--- config.mk ---
export PLATFORM = sky130hd
export DESIGN_NAME = psg_bus_master
export DESIGN_NICKNAME = d
export VERILOG_FILES = /design/src/rtl/psg_bus_pkg.sv /design/src/rtl/psg_phase_timer.sv /design/src/rtl/psg_bus_master.sv
export SDC_FILE = /design/constraint.sdc
export NUM_CORES = 1
export LEC_CHECK = 0
export CAP_MARGIN = 20
export CORE_MARGIN = 2
export CORE_UTILIZATION = 54
export CTS_CLUSTER_SIZE = 20
export DETAILED_ROUTE_END_ITERATION = 10
export PLACE_DENSITY_LB_ADDON = 0.3
export REMOVE_ABC_BUFFERS = 1
export SYNTH_ARGS = -nofsm -noshare
export SYNTH_HDL_FRONTEND = slang
export SYNTH_SLANG_ARGS = --single-unit
--- constraint.sdc ---
create_clock -name CLK -period 4.6 [get_ports CLK]
set_clock_uncertainty 0.05 [all_clocks]
set_input_delay 0.69 -clock CLK [delete_from_list [all_inputs] [get_ports CLK]]
set_output_delay 0.69 -clock CLK [all_outputs]
set_load 0.03 [all_outputs]
--- src/rtl/psg_bus_pkg.sv ---
// rtl/psg_bus_pkg.sv - shared phase encoding and bus codes for the PSG bus master
package psg_bus_pkg;

  typedef enum logic [2:0] {IDLE, LATCH, GAP1, ACCESS, GAP2} psg_phase_t;

  // Bus codes are {BDIR, BC}
  localparam logic [1:0] BUS_INACTIVE = 2'b00;
  localparam logic [1:0] BUS_READ     = 2'b01;
  localparam logic [1:0] BUS_WRITE    = 2'b10;
  localparam logic [1:0] BUS_ADDR     = 2'b11;

endpackage

--- src/rtl/psg_phase_timer.sv ---
// rtl/psg_phase_timer.sv - CE-gated down-counter pacing one bus phase
module psg_phase_timer #(
  parameter int W = 4
) (
  input  logic         clk,
  input  logic         reset,
  input  logic         load,
  input  logic [W-1:0] load_val,
  input  logic         ce,
  output logic         done
);

  logic [W-1:0] count;

  always_ff @(posedge clk) begin
    if (reset) begin
      count <= '0;
    end else if (load) begin
      count <= load_val;
    end else if (ce && count != '0) begin
      count <= count - 1'b1;
    end
  end

  // Phase ends on the CE that would take the count from 1 to 0
  assign done = ce && (count == W'(1));

endmodule

--- src/rtl/psg_bus_master.sv ---
// rtl/psg_bus_master.sv - turns single register requests into BDIR/BC sequences
// for up to four AY-3-8910/YM2149 chips sharing one data-out bus.
module psg_bus_master
  import psg_bus_pkg::*;
#(
  parameter int N_PSG      = 2,
  parameter int HOLD_CE    = 2,
  parameter int ADDR_CACHE = 1
) (
  input  logic               CLK,
  input  logic               RESET,
  input  logic               CE,
  input  logic               req_valid,
  output logic               req_ready,
  input  logic               req_write,
  input  logic [1:0]         req_chip,
  input  logic [3:0]         req_addr,
  input  logic [7:0]         req_wdata,
  output logic               rsp_valid,
  output logic [7:0]         rsp_rdata,
  output logic [N_PSG-1:0]   PSG_BDIR,
  output logic [N_PSG-1:0]   PSG_BC,
  output logic [7:0]         PSG_DO,
  input  logic [8*N_PSG-1:0] PSG_DI
);

  psg_phase_t state;
  logic       cur_write;
  logic [1:0] cur_chip;
  logic [3:0] cur_addr;
  logic [7:0] cur_wdata;

  logic [N_PSG-1:0] cache_valid;
  logic [3:0]       cache_addr [N_PSG];

  logic       accept;
  logic       chip_ok;
  logic       hit;
  logic [7:0] di_sel;
  logic [1:0] code;
  logic       tmr_load;
  logic       tmr_done;

  assign req_ready = (state == IDLE) && !rsp_valid && !RESET;
  assign accept    = req_valid && req_ready;
  assign chip_ok   = 3'(req_chip) < 3'(N_PSG);
  assign tmr_load  = (state == IDLE && accept && chip_ok) ||
                     (tmr_done && (state == LATCH || state == GAP1 || state == ACCESS));

  psg_phase_timer #(.W(4)) u_timer (
    .clk      (CLK),
    .reset    (RESET),
    .load     (tmr_load),
    .load_val (4'(HOLD_CE)),
    .ce       (CE),
    .done     (tmr_done)
  );

  always_comb begin
    hit    = 1'b0;
    di_sel = 8'h00;
    for (int i = 0; i < N_PSG; i++) begin
      if (req_chip == 2'(i) && cache_valid[i] && cache_addr[i] == req_addr)
        hit = (ADDR_CACHE != 0);
      if (cur_chip == 2'(i))
        di_sel = PSG_DI[8*i +: 8];
    end
  end

  // Only the chip being served ever sees a non-inactive code
  always_comb begin
    case (state)
      LATCH:   code = BUS_ADDR;
      ACCESS:  code = cur_write ? BUS_WRITE : BUS_READ;
      default: code = BUS_INACTIVE;
    endcase
    PSG_BDIR = '0;
    PSG_BC   = '0;
    for (int i = 0; i < N_PSG; i++) begin
      PSG_BDIR[i] = (cur_chip == 2'(i)) && code[1];
      PSG_BC[i]   = (cur_chip == 2'(i)) && code[0];
    end
  end

  always_ff @(posedge CLK) begin
    if (RESET) begin
      state       <= IDLE;
      cur_write   <= 1'b0;
      cur_chip    <= 2'd0;
      cur_addr    <= 4'd0;
      cur_wdata   <= 8'd0;
      rsp_valid   <= 1'b0;
      rsp_rdata   <= 8'hFF;
      PSG_DO      <= 8'h00;
      cache_valid <= '0;
      for (int i = 0; i < N_PSG; i++) cache_addr[i] <= 4'd0;
    end else begin
      rsp_valid <= 1'b0;
      case (state)
        IDLE: begin
          if (accept) begin
            cur_write <= req_write;
            cur_chip  <= req_chip;
            cur_addr  <= req_addr;
            cur_wdata <= req_wdata;
            if (!chip_ok) begin
              rsp_valid <= 1'b1;
            end else if (hit) begin
              state <= ACCESS;
              if (req_write) PSG_DO <= req_wdata;
            end else begin
              state  <= LATCH;
              PSG_DO <= {4'h0, req_addr};
            end
          end
        end
        LATCH: begin
          if (tmr_done) begin
            state <= GAP1;
            for (int i = 0; i < N_PSG; i++) begin
              if (cur_chip == 2'(i)) begin
                cache_valid[i] <= 1'b1;
                cache_addr[i]  <= cur_addr;
              end
            end
          end
        end
        GAP1: begin
          if (tmr_done) begin
            state <= ACCESS;
            if (cur_write) PSG_DO <= cur_wdata;
          end
        end
        ACCESS: begin
          if (tmr_done) begin
            state <= GAP2;
            if (!cur_write) rsp_rdata <= di_sel;
          end
        end
        GAP2: begin
          if (tmr_done) begin
            state     <= IDLE;
            rsp_valid <= 1'b1;
          end
        end
        default: state <= IDLE;
      endcase
    end
  end

endmodule
# Word level (Yosys, flattened, before mapping)
# Memories as Yosys holds them, arrays and structs flattened.
# Cells that the tools add are included.
[totals]
wordCells = 110
input_bits = 35
latchBits = 0
n_memories = 1
mem_bits_ro = 0
register_bits = 41
mem_bits_rw = 8
[op_classes]
div = 0
eq_ne = 17
n_bitwise = 3
mux = 41
multipliers = 0
reduce_logical = 34
order_cmp = 1
n_addsub = 1
shifts = 0
[mem_list]
columns = ["memory", "depth", "word_bits", "rd", "rd_clocked_by_memory_dff", "write_ports", "line", "text"]
rows = [
  ["cache_addr", 2, 4, 2, 0, 2, "psg_bus_master.sv:34", "logic [3:0] cache_addr [N_PSG];"],
]
[op_table]
columns = ["cell", "count"]
rows = [
  ["$mux W8", 8],
  ["$mux W3", 6],
  ["$mux W1", 17],
  ["$logic_and A1 B1 Y1", 16],
  ["$pmux W8 S2", 1],
  ["$pmux W3 S5", 1],
  ["$ne A2 B2 Y1 const B", 7],
  ["$reduce_and A6 Y1", 2],
  ["$reduce_and A3 Y1", 3],
  ["$eq A4 B4 Y1", 2],
  ["$mux W2", 4],
  ["$mux W4", 2],
  ["$eq A3 B2 Y1 const B", 2],
  ["$eq A2 B1 Y1 const B", 2],
  ["$eq A4 B1 Y1 const B", 1],
  ["$logic_not A2 Y1", 2],
  ["$pmux W2 S2", 1],
  ["$reduce_bool A2 Y1", 2],
  ["$reduce_bool A4 Y1", 1],
  ["$sub A4 B1 Y4 const B", 1],
  ["$eq A3 B1 Y1 const B", 1],
  ["$eq A3 B3 Y1 const B", 1],
  ["$logic_not A3 Y1", 1],
  ["$logic_or A1 B1 Y1", 3],
  ["8 further kinds", 10],
]

# Depth between registers and ports, before layout
# Gate-level depths: netlist (run 1).
[logic_depth]
ltp_word = 9
mapped_depth = 9
depth_no_buf = 7

# By module
# A second synthesis (run 1) with hierarchy kept.
[unflattened]
cells_unflattened = 274
area_unflattened_um2 = 2404.8
[by_module_without_submodules]
columns = ["mod", "area_per_inst_um2", "cells_per_inst", "n_inst"]
rows = [
  ["psg_bus_master", 2140.8, 244, 1],
  ["psg_phase_timer", 264.0, 30, 1],
]

# Worst setup path after synthesis (run 1)
# Ideal clock, no wire load.
[synth_path]
path_type = "flip-flop to output port"
from = "reg cur_chip[0]"
to = "out PSG_BC[1]"
required_ps = 3860
n_path_buf = 2
arrival_ps = 1579
slack_ps = 2281
path_stages_with_launch = 5
path_cell_list = "dfxtp_1 clkbuf_1 clkbuf_1 nand3_1 a21oi_1"
[synth_via]
elab_chain_len = 2
[synth_rtl]
columns = ["element", "line", "text"]
rows = [
  ["start: declaration", "psg_bus_master.sv:29", "logic [1:0] cur_chip;"],
  ["start signal: assignment", "psg_bus_master.sv:103", "cur_chip <= req_chip;"],
  ["$eq A2 B1 Y1", "psg_bus_master.sv:81", "PSG_BC[i] = (cur_chip == 2'(i)) && code[0];"],
  ["$logic_and A1 B1 Y1", "psg_bus_master.sv:81", ""],
  ["end: declaration", "psg_bus_master.sv:22", "output logic [N_PSG-1:0] PSG_BC,"],
]
# No other way between the ends.

# Final worst setup path (run 1)
[layout_path]
from = "in RESET"
to = "out req_ready"
[layout_via]
elab_chain_len = 2
[layout_rtl]
columns = ["element", "line", "text"]
rows = [
  ["start: declaration", "psg_bus_master.sv:11", "input logic RESET,"],
  ["$logic_not A1 Y1", "psg_bus_master.sv:44", "assign req_ready = (state == IDLE) && !rsp_valid && !RESET;"],
  ["$logic_and A1 B1 Y1", "psg_bus_master.sv:44", ""],
  ["end: declaration", "psg_bus_master.sv:14", "output logic req_ready,"],
]
# No other way between the ends.

==> results of run 1 <==
cell type report:
cell class                      count  share of cell area
Multi-Input combinational cell    199               0.429
Sequential cell                    49               0.335
Timing Repair Buffer               57               0.179
Clock buffer                        6              0.0229
Tap cell                           52              0.0205
Inverter                            7             0.00830
Clock inverter                      2             0.00435
metrics by stage:
| stage | hold WS, ns | instances | util | setup WS, ns |
|---|---|---|---|---|
| after detailed placement | 0.400 | 364 | 0.698 | 1.63 |
| after global placement | 0.392 | 364 | 0.698 | 1.65 |
| after floorplan | 0.387 | 255 | - | 2.46 |
| after CTS | 0.419 | 372 | 0.717 | 1.62 |
| after global routing | 0.430 | 372 | 0.717 | 1.56 |
| final | 0.417 | 372 | 0.717 | 1.62 |
layer usage:
metal	track usage	vias to the layer above	routed length (um)
li1	-	1046	-
met1	0.314	976	2450
met2	0.359	70	2680
met3	0.0653	6	413
met4	0.0734	0	72
met5	0	-	0
cells in the mapped netlist (all sizes together) (2+ instances only):
library cell	n
a211o	8
a211oi	6
a21boi	2
a21o	2
a21oi	14
a2bb2oi	2
a31o	4
and2	6
buf	6
clkbuf	9
dfxtp	41
edfxtp	8
ha	3
inv	7
mux2i	12
nand2	34
nand2b	5
nand3	4
nand3b	15
nor2	31
nor2b	3
nor3	16
o21ai	3
o21bai	2
o31a	2
o31ai	2
xnor2	2
xor2	9
layout by cell type (no fill, tap or decap), types with 8 or more instances in the layout:
cell and instances:
a21oi_1 14, nand3b_1 15, nor2_1 29, mux2i_1 12, clkdlybuf4s50_1 56, nand2_1 34
dfxtp_1 41, nor3_1 14, edfxtp_1 8, a211o_1 8, xor2_1 9
power by group:
| part | switching [mW] | total [mW] | internal [mW] |
|---|---|---|---|
| Clock | 0.149 | 0.257 | 0.108 |
| Combinational | 0.118 | 0.236 | 0.118 |
| Sequential | 0.0319 | 0.502 | 0.470 |
how the worst min path moves through the flow:
stage	endpoint	cells past startpoint
3_3_place_gp	rsp_rdata[2]$_SDFFE_PP1P_	1
2_1_floorplan	cache_valid[1]$_SDFFE_PP0P_	2
3_5_place_dp	rsp_rdata[5]$_SDFFE_PP1P_	1
5_1_grt	rsp_rdata[3]$_SDFFE_PP1P_	1
4_1_cts	rsp_rdata[7]$_SDFFE_PP1P_	1
6_report	rsp_rdata[3]$_SDFFE_PP1P_	1
critical path: stages:
cell and delay (ns):
clkdlybuf4s50_1 0.47, nor2_2 0.22, nand2_1 0.08, nor2_1 0.09
clkdlybuf4s50_1 0.69
registers in the layout, indices dropped and copies added (netlist names), 3 cells and up:
register and flops:
cur_addr 4, rsp_rdata 8, cur_wdata 8, state 3, PSG_DO 8, cache_addr 8, u_timer.count 4
logic make-up after synthesis:
logic type	Yosys count	share of synthesized area
multiplexers	12	0.0477
flip-flops	49	0.422
XOR/XNOR	11	0.0383
AND/OR/NAND/NOR	122	0.271
adder cells (fa/ha/maj)	3	0.0149
AO/OA/AOI/OAI	51	0.169
buffers and inverters	22	0.0378
==> results by stage, run 1 <==
Power:
- Summed over all cells, the static leakage comes to 1.25 nW.
- The worst IR drop on VDD is 0.000194 V.
- The power per cell area is 314 mW/mm^2.
- The post-route total power is 0.995 mW.

Route:
- The via density per instance is 5.64.
- The detail route stage leaves a number of antenna-violating nets equal to 0.
- The number of design-rule violations left by the first detailed-router iteration is 143.
- The number of detailed-routing iterations run before antenna repair is 4.
- The total number of vias is 2,098.
- The number of remaining DRC errors is 0.
- Dividing the detail-routed wire length by the instance count gives 15.1 um.
- Wires add up to 5620 um.

Clock tree:
- The number of setup buffers added after CTS is 0.
- The TritonCTS buffer count is 5.
- Counting every sink on the clock net gives 49.
- The number of hold buffers added after CTS was 0.
- After clock tree synthesis, the clock-pin slew on the worst setup and hold paths is 0.09 ns.
- In this run, post-CTS repair resized a total of 0 instances.
- The clock reaches the later pin of the worst-skew pair after 0.31 ns.
- The CTS tree is yes.
- The tree is rooted in a clkbuf_8.
- The largest buffer count on any clock path is 2.
- The number of levels in the clock H-tree is 2.

Synth:
- Synthesis inferred 49 register bits.
- By area the synthesized netlist is led by dfxtp_1, edfxtp_1, nand2_1.
- The share of synthesized area in the top cell type comes to 0.326.
- The number of synthesized flops with an enable pin is 8.
- The share of synthesized area occupied by flip-flops and latches is 0.422.
- Of all flip-flops after synthesis, the portion carrying an async set or reset was 0.
- In the synthesized netlist, the number of instances is 270.
- The synthesized netlist contains 49 unique library cells.
- The Yosys step of the flow raised 0 warnings.
- The average cell area after synthesis is 9.32 sq um.
- Summed over all instances, the cell type with the most area after synthesis is dfxtp_1.
- For this run, the leading register cell type out of synthesis is dfxtp_1.
- In this run the cell area of the synthesized design comes to 0.00252 sq mm.

Placed design:
- In this run the tool buffered the top-level ports with 56 buffer cells.
- Summing all placed instances gives a cell area of 0.00308 sq mm.
- The detailed placer's ending HPWL is 3820 um.
- The congestion estimate from routability-driven global placement came to 0.843.

Layout:
- The final layout net count is 357.
- The area growth from synthesis to layout is 25.9%.
- The area taken by flip-flops and latches is 0.00106 sq mm.
- In the final layout, the multi-input gates occupy 0.00136 sq mm.
- Fill cells in the final layout number 352.
- The number of antenna diodes in the final layout is 0.
- Of the cells placed in the final design, the portion with a size suffix greater than 1 is 0.0781.
- After routing the design area is 0.00317 sq mm.

Run:
- The reported max-cap violation count is 0.

Global routing:
- The final global-route overflow total is 0.
- The pin count of the biggest net entering global routing is 47.
- For this run, the total global-route usage over all layers was measured as 0.232.
- The first global-routing pass estimated 9410 um of wire.
- The via count of the first global-routing pass is 1,939.
- The initial antenna violation count is 0.

Worst setup path:
- At the worst endpoint, the required time is 3.86 ns.
- The worst register-to-register path begins at u_timer.count[1]$_SDFFE_PP0P_.
- The start point of the critical path is RESET.
- The capture instance of the worst register-to-register path is rsp_rdata[2]$_SDFFE_PP1P_.
- The data arrival time of the worst path is 2.24 ns.
- STA classifies the critical path endpoint as an output port.
- The number of cell instances on the worst register-to-register path is 6.
- The startpoint type of the worst setup path is an input port.
- The worst reg-to-reg setup slack is 2.56 ns.
- The top fanout value on the critical path is 6.
- The end of the critical path is req_ready.
- The critical path is of the input port to output port type.

Floorplan:
- The area of the die is 0.00522 sq mm.
- The number of top-level pins is 57.
- The horizontal die dimension is 72.3 um.
- The core region is 0.00441 sq mm.
- The die height is 72.3 um.
- The effective utilization at floorplan is 0.570.
- In this run the core area contains 24 standard-cell rows.

Timing:
- In this run the tightest slew margin relative to its limit is 0.497.
- The slew at the pin closest to its max-slew limit is 0.753 ns.
- For the final routed database, the setup TNS stands at 0 ns.
- The final count of negative-setup-slack endpoints is 0.
- The number of max-slew violations in the final report was 0.
- The number of hold violations in the final report is 0.
- The clock period could shrink to 2.98 ns.
- Setup repair after global routing left no endpoint under its margin.
- Derived from the worst setup path, the maximum achievable clock frequency is 336 MHz.
- The final clock period utilization by the worst path is 0.647.

Min path:
- The worst hold path startpoint is rsp_rdata[3]$_SDFFE_PP1P_.
- The type of the worst min-delay path is flip-flop to flip-flop.

Run status:
- The flow ran to the end, and the final reports show no timing, DRC or antenna violations.
Note: power is estimated with default switching activity, not from simulation.
==> run 2, diff against run 1 <==
- CORE_UTILIZATION: 54 -> 45
- clock period: 4.6 -> 2.5 ns (I/O delays scaled with it)
==> results by stage, run 2 (same netlist as run 1, synthesis figures left out) <==
Worst setup path:
- For the worst setup path, the data arrival time is 1.88 ns.
- The startpoint of the worst-slack reg-to-reg timing path is state[1]$_SDFFE_PP0P_.
- The number of cell instances on the worst register-to-register path is 4.
- STA classifies the critical path startpoint as a flip-flop.
- The kind of end point of the critical path is an output port.
- In this run the register-to-register setup slack is 0.41 ns.
- The capture instance of the worst register-to-register path is rsp_rdata[5]$_SDFFE_PP1P_.
- For the worst setup path, the data required time is 2.08 ns.
- The top fanout value on the critical path is 15.
- The kind of critical path is flip-flop to output port.

Floorplan:
- The die height is 78.8 um.
- The core region is 0.00544 sq mm.
- The effective utilization at floorplan is 0.463.
- The die covers 0.00621 sq mm.
- The horizontal die dimension is 78.8 um.
- The number of rows created at floorplan is 27.
- For this design the top-level I/O count stands at 57.

Timing:
- Setup violations remaining at the end of the flow were counted as 0.
- The slew at the pin closest to its max-slew limit is 0.633 ns.
- The number of hold violations in the final report came to 0.
- The final clock period utilization by the worst path is 0.923.
- Headroom to the max-slew limit came out at 0.574.
- Setup repair after global routing left no endpoint under its margin.
- The sum of negative setup slack is 0 ns.
- The number of max-slew violations in the final report came to 0.
- The clock period minus final worst setup slack is 2.31 ns.
- The achievable clock frequency is 433 MHz.

Min path:
- Along the worst hold path, the cell count comes to 1.
- The startpoint identified for the worst hold timing path is rsp_rdata[0]$_SDFFE_PP1P_.
- The end of the worst hold path is rsp_rdata[0]$_SDFFE_PP1P_.
- The type of the worst min-delay path is flip-flop to flip-flop.

Route:
- For this run, design rule violations remaining after detail routing come to 0.
- The routed layout has 2,087 vias.
- The average wire length per cell after detail routing is 14.2 um.
- The number of detailed-routing iterations run before antenna repair is 4.
- The number of nets still failing antenna checks after routing is 0.
- The final routed wirelength across all metal layers is 5620 um.
- The first routing iteration left 107 violations.
- The via density per instance is 5.27.

Run:
- The tool flagged a number of max-cap violations equal to 0.

Placed design:
- Port buffering added 56 buffers.
- The detailed placer's ending HPWL is 3940 um.
- The congestion estimate from routability-driven global placement came to 0.848.

Power:
- The total leakage power is 1.32 nW.
- For this design the ratio of total power to cell area is 589 mW/mm^2.
- The post-route total power is 1.92 mW.
- VDD sags by at most 0.000357 V.

Layout:
- The area growth from synthesis to layout is 29.3%.
- The most common cell after layout, fill and taps aside is clkdlybuf4s50_1.
- The proportion of layout cells with a drive suffix above 1 is 0.0957.
- The fill cell instance count of the final layout is 494.
- Measured on the finished design, the core utilization comes to 0.598.
- The final layout net count is 361.
- The number of antenna diodes in the final layout is 0.
- In the layout the commonest cells are clkdlybuf4s50_1, dfxtp_1, nand2_1, nor2_1, nand3b_1.

Clock tree:
- The CTS tree is yes.
- The number of levels in the clock H-tree is 2.
- The buffer type at the clock tree root is clkbuf_8.
- The clock sink count is 49.
- Buffers inserted during clock tree synthesis total 5.
- The largest buffer count on any clock path is 2.
- The number of buffers added to fix hold violations after cts is 0.
- The clock latency reported for the late side of the worst-skew pair is 0.30 ns.
- After clock tree synthesis, the clock-pin slew on the worst setup and hold paths is 0.09 ns.

Global routing:
- Entering global routing, the biggest net connects 47 pins.
- The via count of the first global-routing pass was 2,025.
- The global-route wire length before repair is 9350 um.
- The global routing usage summed across all routing layers is 0.189.
- The initial antenna violation count is 0.
- The final global-route overflow total is 0.

Run status:
- The run finished with clean final reports.
-- run 2: cell types whose count changed in the layout (fill, tap and decap cells not counted) --
cell,delta
clkbuf_16,+1
clkdlybuf4s50_1,-3
inv_4,-1
dlymetal6s2s_1,+2
buf_4,+5
clkbuf_1,-1
clkbuf_8,+1
-- run 2: through the flow --
| stage | cells | setup WS [ns] | hold slack, ns | instance area, sq um |
|---|---|---|---|---|
| CTS | 396 | 0.0861 | 0.421 | 3250 |
| global placement | 388 | 0.227 | 0.393 | 3130 |
| detailed placement | 388 | 0.168 | 0.401 | 3130 |
| floorplan | 255 | 0.679 | 0.387 | 2450 |
| finish | 396 | 0.193 | 0.419 | 3250 |
| global route | 396 | 0.0838 | 0.435 | 3250 |
-- run 2: worst max path at each step --
stage | start | endpoint | slack, ns
3_5_place_dp | CE | cache_addr[0][0]$_DFFE_PP_ | 0.17
3_3_place_gp | CE | cache_addr[0][0]$_DFFE_PP_ | 0.23
6_report | state[1]$_SDFFE_PP0P_ | PSG_BDIR[1] | 0.19
4_1_cts | cur_chip[1]$_SDFFE_PP0P_ | PSG_BC[0] | 0.09
2_1_floorplan | cur_chip[1]$_SDFFE_PP0P_ | PSG_BC[0] | 0.68
5_1_grt | cur_chip[1]$_SDFFE_PP0P_ | PSG_BC[1] | 0.08
-- run 2: repair_timing --
action	in CTS	in global routing
setup buffers	0	0
setup endpoints to repair	0	2
resized for setup	0	2
-- run 2: worst max-delay path: stages, from the launching register on --
cell and delay (ns):
dfxtp_1 0.69, nor2b_1 0.24, nor2_1 0.06, clkdlybuf4s50_1 0.60
-- run 2: layout make-up --
type	instances	area (sq um)	share of cell area
clock buffers	7	108	0.0331
multi-input cells	199	1360	0.418
inverters	7	26.3	0.00808
well taps	72	90.1	0.0277
flip-flops and latches	49	1060	0.326
repair buffers	61	601	0.185
clock inverters	1	7.51	0.00231
-- run 2: where the power goes --
group / switching [mW] / total [mW] / internal, mW
sequential: 0.0519 / 0.916 / 0.864
clock: 0.266 / 0.552 / 0.285
combinational: 0.227 / 0.450 / 0.222
-- run 2: metal layers --
| layer | track usage | wire length (um) | vias up |
|---|---|---|---|
| met5 | 0 | 0 | - |
| met4 | 0.0474 | 46 | 0 |
| met3 | 0.0648 | 432 | 6 |
| met2 | 0.291 | 2420 | 63 |
| met1 | 0.254 | 2730 | 964 |
| li1 | - | - | 1054 |
